## src/rtl/mem_arb_pkg.sv

```systemverilog
// rtl/mem_arb_pkg.sv - shared widths, data base offset and grant encoding for the memory port arbiter
package mem_arb_pkg;

  localparam int ARB_ADDR_W = 8;
  localparam int ARB_DATA_W = 8;
  localparam logic [ARB_ADDR_W-1:0] ARB_DATA_BASE = 8'd128;

  // Width of the fetch starvation counter; limits up to 15 fit.
  localparam int STARVE_W = 4;

  typedef enum logic [1:0] {
    GNT_NONE = 2'd0,
    GNT_I    = 2'd1,
    GNT_D    = 2'd2
  } gnt_e;

endpackage

```

## src/rtl/mem_port_arbiter_starve_counter.sv

```systemverilog
// rtl/mem_port_arbiter_starve_counter.sv - saturating counter of consecutive lost fetch arbitrations
module starve_counter
  import mem_arb_pkg::*;
#(
  parameter int W = STARVE_W
) (
  input  logic         clk,
  input  logic         rst_n,
  input  logic         i_clr,
  input  logic         i_inc,
  input  logic [W-1:0] i_limit,
  output logic [W-1:0] o_cnt,
  output logic         o_at_limit
);

  logic [W-1:0] r_cnt;

  // Clear dominates; increments stop once the limit is reached.
  always_ff @(posedge clk) begin
    if (!rst_n) begin
      r_cnt <= '0;
    end else if (i_clr) begin
      r_cnt <= '0;
    end else if (i_inc && (r_cnt != i_limit)) begin
      r_cnt <= r_cnt + 1'b1;
    end
  end

  assign o_cnt      = r_cnt;
  assign o_at_limit = (r_cnt == i_limit);

endmodule

```

## src/rtl/mem_port_arbiter.sv

```systemverilog
// rtl/mem_port_arbiter.sv - single memory port shared by instruction fetch and load/store
module mem_port_arbiter
  import mem_arb_pkg::*;
#(
  parameter int                ADDR_W       = ARB_ADDR_W,
  parameter int                DATA_W       = ARB_DATA_W,
  parameter logic [ADDR_W-1:0] DATA_BASE    = ARB_DATA_BASE,
  parameter int                STARVE_LIMIT = 3
) (
  input  logic              clk,
  input  logic              rst_n,
  input  logic              i_req,
  input  logic [ADDR_W-1:0] i_addr,
  input  logic              i_flush,
  output logic              i_gnt,
  output logic              i_rvalid,
  output logic [DATA_W-1:0] i_rdata,
  input  logic              d_req,
  input  logic              d_we,
  input  logic [ADDR_W-1:0] d_addr,
  input  logic [DATA_W-1:0] d_wdata,
  output logic              d_gnt,
  output logic              d_rvalid,
  output logic [DATA_W-1:0] d_rdata,
  output logic              m_en,
  output logic              m_we,
  output logic [ADDR_W-1:0] m_addr,
  output logic [DATA_W-1:0] m_wdata,
  input  logic [DATA_W-1:0] m_rdata
);

  localparam logic [STARVE_W-1:0] LIMIT = STARVE_W'(STARVE_LIMIT);

  gnt_e                w_gnt;
  logic                w_i_valid;
  logic                w_at_limit;
  logic                w_cnt_clr;
  logic                w_cnt_inc;
  logic [STARVE_W-1:0] w_starve_cnt;
  logic [ADDR_W-1:0]   w_d_paddr;
  logic                r_pend_i;
  logic                r_pend_d;

  // A flushed fetch is treated as absent so it can never be granted.
  assign w_i_valid = i_req & ~i_flush;

  // Data side is relocated into the data segment, wrapping modulo memory size.
  assign w_d_paddr = d_addr + DATA_BASE;

  // Pick the winner: data by default, fetch once it has lost LIMIT times in a row.
  always_comb begin
    w_gnt = GNT_NONE;
    if (rst_n) begin
      if (w_i_valid && d_req) begin
        w_gnt = w_at_limit ? GNT_I : GNT_D;
      end else if (w_i_valid) begin
        w_gnt = GNT_I;
      end else if (d_req) begin
        w_gnt = GNT_D;
      end
    end
  end

  // Drive the memory port and grant strobes from the chosen winner.
  always_comb begin
    i_gnt   = 1'b0;
    d_gnt   = 1'b0;
    m_en    = 1'b0;
    m_we    = 1'b0;
    m_addr  = '0;
    m_wdata = '0;
    case (w_gnt)
      GNT_I: begin
        i_gnt  = 1'b1;
        m_en   = 1'b1;
        m_addr = i_addr;
      end
      GNT_D: begin
        d_gnt  = 1'b1;
        m_en   = 1'b1;
        m_we   = d_we;
        m_addr = w_d_paddr;
        if (d_we) begin
          m_wdata = d_wdata;
        end
      end
      default: begin
      end
    endcase
  end

  assign w_cnt_clr = ~i_req | i_flush | (w_gnt == GNT_I);
  assign w_cnt_inc = i_req & (w_gnt == GNT_D);

  starve_counter #(
    .W (STARVE_W)
  ) u_starve_counter (
    .clk        (clk),
    .rst_n      (rst_n),
    .i_clr      (w_cnt_clr),
    .i_inc      (w_cnt_inc),
    .i_limit    (LIMIT),
    .o_cnt      (w_starve_cnt),
    .o_at_limit (w_at_limit)
  );

  // Remember which side issued a read so next cycle's m_rdata is routed to it.
  always_ff @(posedge clk) begin
    if (!rst_n) begin
      r_pend_i <= 1'b0;
      r_pend_d <= 1'b0;
    end else begin
      r_pend_i <= (w_gnt == GNT_I);
      r_pend_d <= (w_gnt == GNT_D) & ~d_we;
    end
  end

  // A flush arriving alongside the response discards it.
  assign i_rvalid = r_pend_i & ~i_flush;
  assign d_rvalid = r_pend_d;
  assign i_rdata  = m_rdata;
  assign d_rdata  = m_rdata;

endmodule

```

## config.mk

```make
export PLATFORM = sky130hd
export DESIGN_NAME = mem_port_arbiter
export DESIGN_NICKNAME = d
export VERILOG_FILES = /design/src/rtl/mem_arb_pkg.sv /design/src/rtl/mem_port_arbiter_starve_counter.sv /design/src/rtl/mem_port_arbiter.sv
export SDC_FILE = /design/constraint.sdc
export NUM_CORES = 1
export LEC_CHECK = 0
export BUFFER_PORTS_ARGS = -buffer_cell sky130_fd_sc_hd__buf_4
export CAP_MARGIN = 10
export CELL_PAD_IN_SITES_DETAIL_PLACEMENT = 0
export CELL_PAD_IN_SITES_GLOBAL_PLACEMENT = 1
export CORE_ASPECT_RATIO = 1.25
export CORE_MARGIN = 1.5
export CORE_UTILIZATION = 22
export CTS_CLUSTER_DIAMETER = 120
export DETAILED_ROUTE_END_ITERATION = 10
export PLACE_DENSITY_LB_ADDON = 0.1
export SYNTH_ARGS = -nofsm -noshare
export SYNTH_HDL_FRONTEND = slang
export SYNTH_SLANG_ARGS = --single-unit
```

## constraint.sdc

```tcl
create_clock -name clk -period 3.4 [get_ports clk]
set_input_delay 0.17 -clock clk [delete_from_list [all_inputs] [get_ports clk]]
set_output_delay 0.17 -clock clk [all_outputs]
set_load 0.02 [all_outputs]
```

==> results.md <==
- Run status: finished, final reports clean
- Maximum clock frequency: 0.4108 GHz
- Placed cells: 150
- Number of hold buffers added after CTS: 0
- Yosys warnings: 0
- Library cells used by synthesis: 25
- Die Y: 63.92 µm
- Post-route DRC violation count: 0
- Flip-flop and latch count after synthesis: 6
- Maximum ir drop on the vdd rail: 0.1737 mV
- Count of buffers from port buffering: 51
- Drt wl/cell: 11.98 µm
- Power Density: 220.1 nW/µm²
- Final weighted congestion in routability-driven placement: 0.7918
- DRC violation total after the first TritonRoute iteration: 29
- Library cell with the largest summed area after synthesis: dfxtp_1
- Max-cap viol count: 0
- Total standard cell area after synthesis: 653.1 µm²
- Count of boundary I/O pins: 76
- Effective utilization at floorplan: 0.2367
- Total of fill cells in the finished design: 308
- Pin count of the biggest net entering global routing: 13
- Seq/Total Area, Yosys: 0.1839
- Critical path fanouts, max: 11
- Setup ws final: 0.9655 ns
- Sink count of the clock tree: 6
- Width of the chip: 51.74 µm
- Fraction of layout cells with a size suffix above 1: 0.4706
- Global-route wire length before repair: 2656 µm
- Clock tree buffer depth: 2
- H-tree depth: 1
- Hold WC Path Type: primary input to flip-flop
- Final hold violation count: 0
- Sort of element at the end of the critical path: output port
- Final Instance Count excl. Fillers: 153
- Seq. cell area: 120.1 µm²
- Count of final max-slew check failures: 0
- Number of diodes: 0
- Minimum clock period after layout: 2.435 ns
- Power consumption: 0.2102 mW
- Clock tree from TritonCTS: yes
- Required time at the worst-slack endpoint: 3.23 ns
- Pleak: 0.4908 nW
- Die outline area: 3307 µm²
- All-Layer GR Usage: 0.1035
- Core box area: 2759 µm²
- Drt first pass iters: 4
- Via total after detailed routing: 679
- Relative slew slack: 0.6757
- Via-to-Cell Ratio: 4.438
- Post-Syn Instances: 84
- Startpoint type of the worst setup path: flip-flop
- Clock tree root buffer cell: clkbuf_4
- Setup Skew: 0.008961 ns
- Clock-pin transition on the worst setup and hold timing paths: 0.05 ns
- Layout Cell Area excl Fill: 954.7 µm²
- Layout overhead on the synthesized area: 46.17%
- Portion of the clock cycle consumed by the worst path in the final layout: 0.7160
- Top area cells in the synthesized netlist: dfxtp_1, buf_4, and3_1
- Vias in the first global route: 631
- Half-perimeter wire length after placement: 1468 µm
- Mean instance size in the synthesized netlist: 7.775 µm²
- Inserted Clock Buffers: 3
- Number of buffers inserted to repair setup after CTS: 0
- Grt total ovfl: 0
- Summed negative setup slack over all endpoints: 0 ns
- Clock insertion delay at the later pin of the skew report: 0.24 ns
- FP Rows: 21
- Minimum setup slack after placement: 1.193 ns
- Register-to-register setup slack: 1.18 ns
- Critical path class: flip-flop to output port
- Data arrival time of the critical path: 2.26 ns
- Post-cts gate resize count: 0
- Number of antenna violations at the first check in global routing: 0
- Total cell area at the placement stage: 932.1 µm²
- Final #Nets: 163
- Top-area cell type share of the netlist area: 0.1839
- Synthesized net count: 126
- Number of nets still failing antenna checks after routing: 0
- Final setup violation count: 0
- Total wire length: 1833 µm
- Slew @ Worst Pin: 0.4865 ns
- Setup repair after global routing missed its margin: false
- Area of combinational cells with multiple inputs: 382.9 µm²
==> report_power, final <==
part	switching [mW]	internal, mW
combinational	0.0331	0.0396
clock	0.0262	0.0400
sequential	0.000204	0.0711
==> worst max-delay path, cell delays in order, from the launching register on <==
cell and delay, ns:
dfxtp_1 0.36, ha_1 0.17, nor3b_2 0.34, nand2_1 0.12, and3_1 0.21, ha_1 0.36, a22oi_1 0.23, nor2_1 0.06
buf_4 0.17
==> registers in the layout, summed over array words and instances (netlist names) <==
register                count
u_starve_counter.o_cnt      4
r_pend_i                    1
d_rvalid                    1
==> synthesized netlist by cell type (all sizes together) <==
master / instances
nor2b: 2
o31ai: 1
and4bb: 1
clkbuf: 1
or3: 2
nand4bb: 1
dfxtp: 6
and2: 2
nor4: 1
a31o: 1
o21ai: 2
nand2b: 2
buf: 18
nor3b: 1
and3: 10
o211ai: 1
nand3: 4
nand2: 5
a21oi: 3
a22oi: 7
nor2: 8
ha: 4
inv: 1
==> logic make-up (layout without fill, tap and decap cells) <==
family,after synthesis,in the layout,share of synthesized area
simple gates,39,39,0.3544
buf+inv,20,55,0.2299
compound gates,15,15,0.1552
flops,6,6,0.1839
fa+ha+maj,4,4,0.07663
==> per-layer routing <==
metal,GRT usage,vias to the layer above,part of all wire
li1,-,354,-
met5,0,-,0
met3,0.03037,0,0.088
met4,0.02303,0,0
met1,0.1105,292,0.40
met2,0.1939,33,0.51
==> cell type report <==
| type | count | area share |
|---|---|---|
| timing repair buffer | 51 | 0.4010 |
| inverter | 1 | 0.003932 |
| tap | 34 | 0.04456 |
| clock buffer | 3 | 0.02359 |
| multi-input combinational | 58 | 0.4010 |
| sequential | 6 | 0.1258 |
==> worst paths after layout <==
| path | cells after the start | end | startpoint |
|---|---|---|---|
| worst max register to register | 8 | u_starve_counter.o_cnt[2] | u_starve_counter.o_cnt[0] |
| worst max-delay path | 8 | m_addr[4] | u_starve_counter.o_cnt[0] |
| worst min register to register | 2 | u_starve_counter.o_cnt[3] | u_starve_counter.o_cnt[3] |
| worst min-delay path | 2 | d_rvalid | d_we |
==> per-stage QoR <==
stage / utilization / hold slack (ns)
3_3_place_gp: 0.3379 / 0.3402
4_1_cts: 0.3460 / 0.1323
3_5_place_dp: 0.3379 / 0.3402
6_report: 0.3460 / 0.1407
2_1_floorplan: - / 0.2415
5_1_grt: 0.3460 / 0.1362
==> placed cells by master, fill, tap and decap left out, types with 3 or more instances in the layout <==
cell type,instances
clkbuf_4,3
a22oi_1,7
nor2_1,8
ha_1,4
nand2_1,4
buf_4,51
and3_1,10
dfxtp_1,6
nand3_1,4
a21oi_1,3
Note: power is estimated with default switching activity, not from simulation.
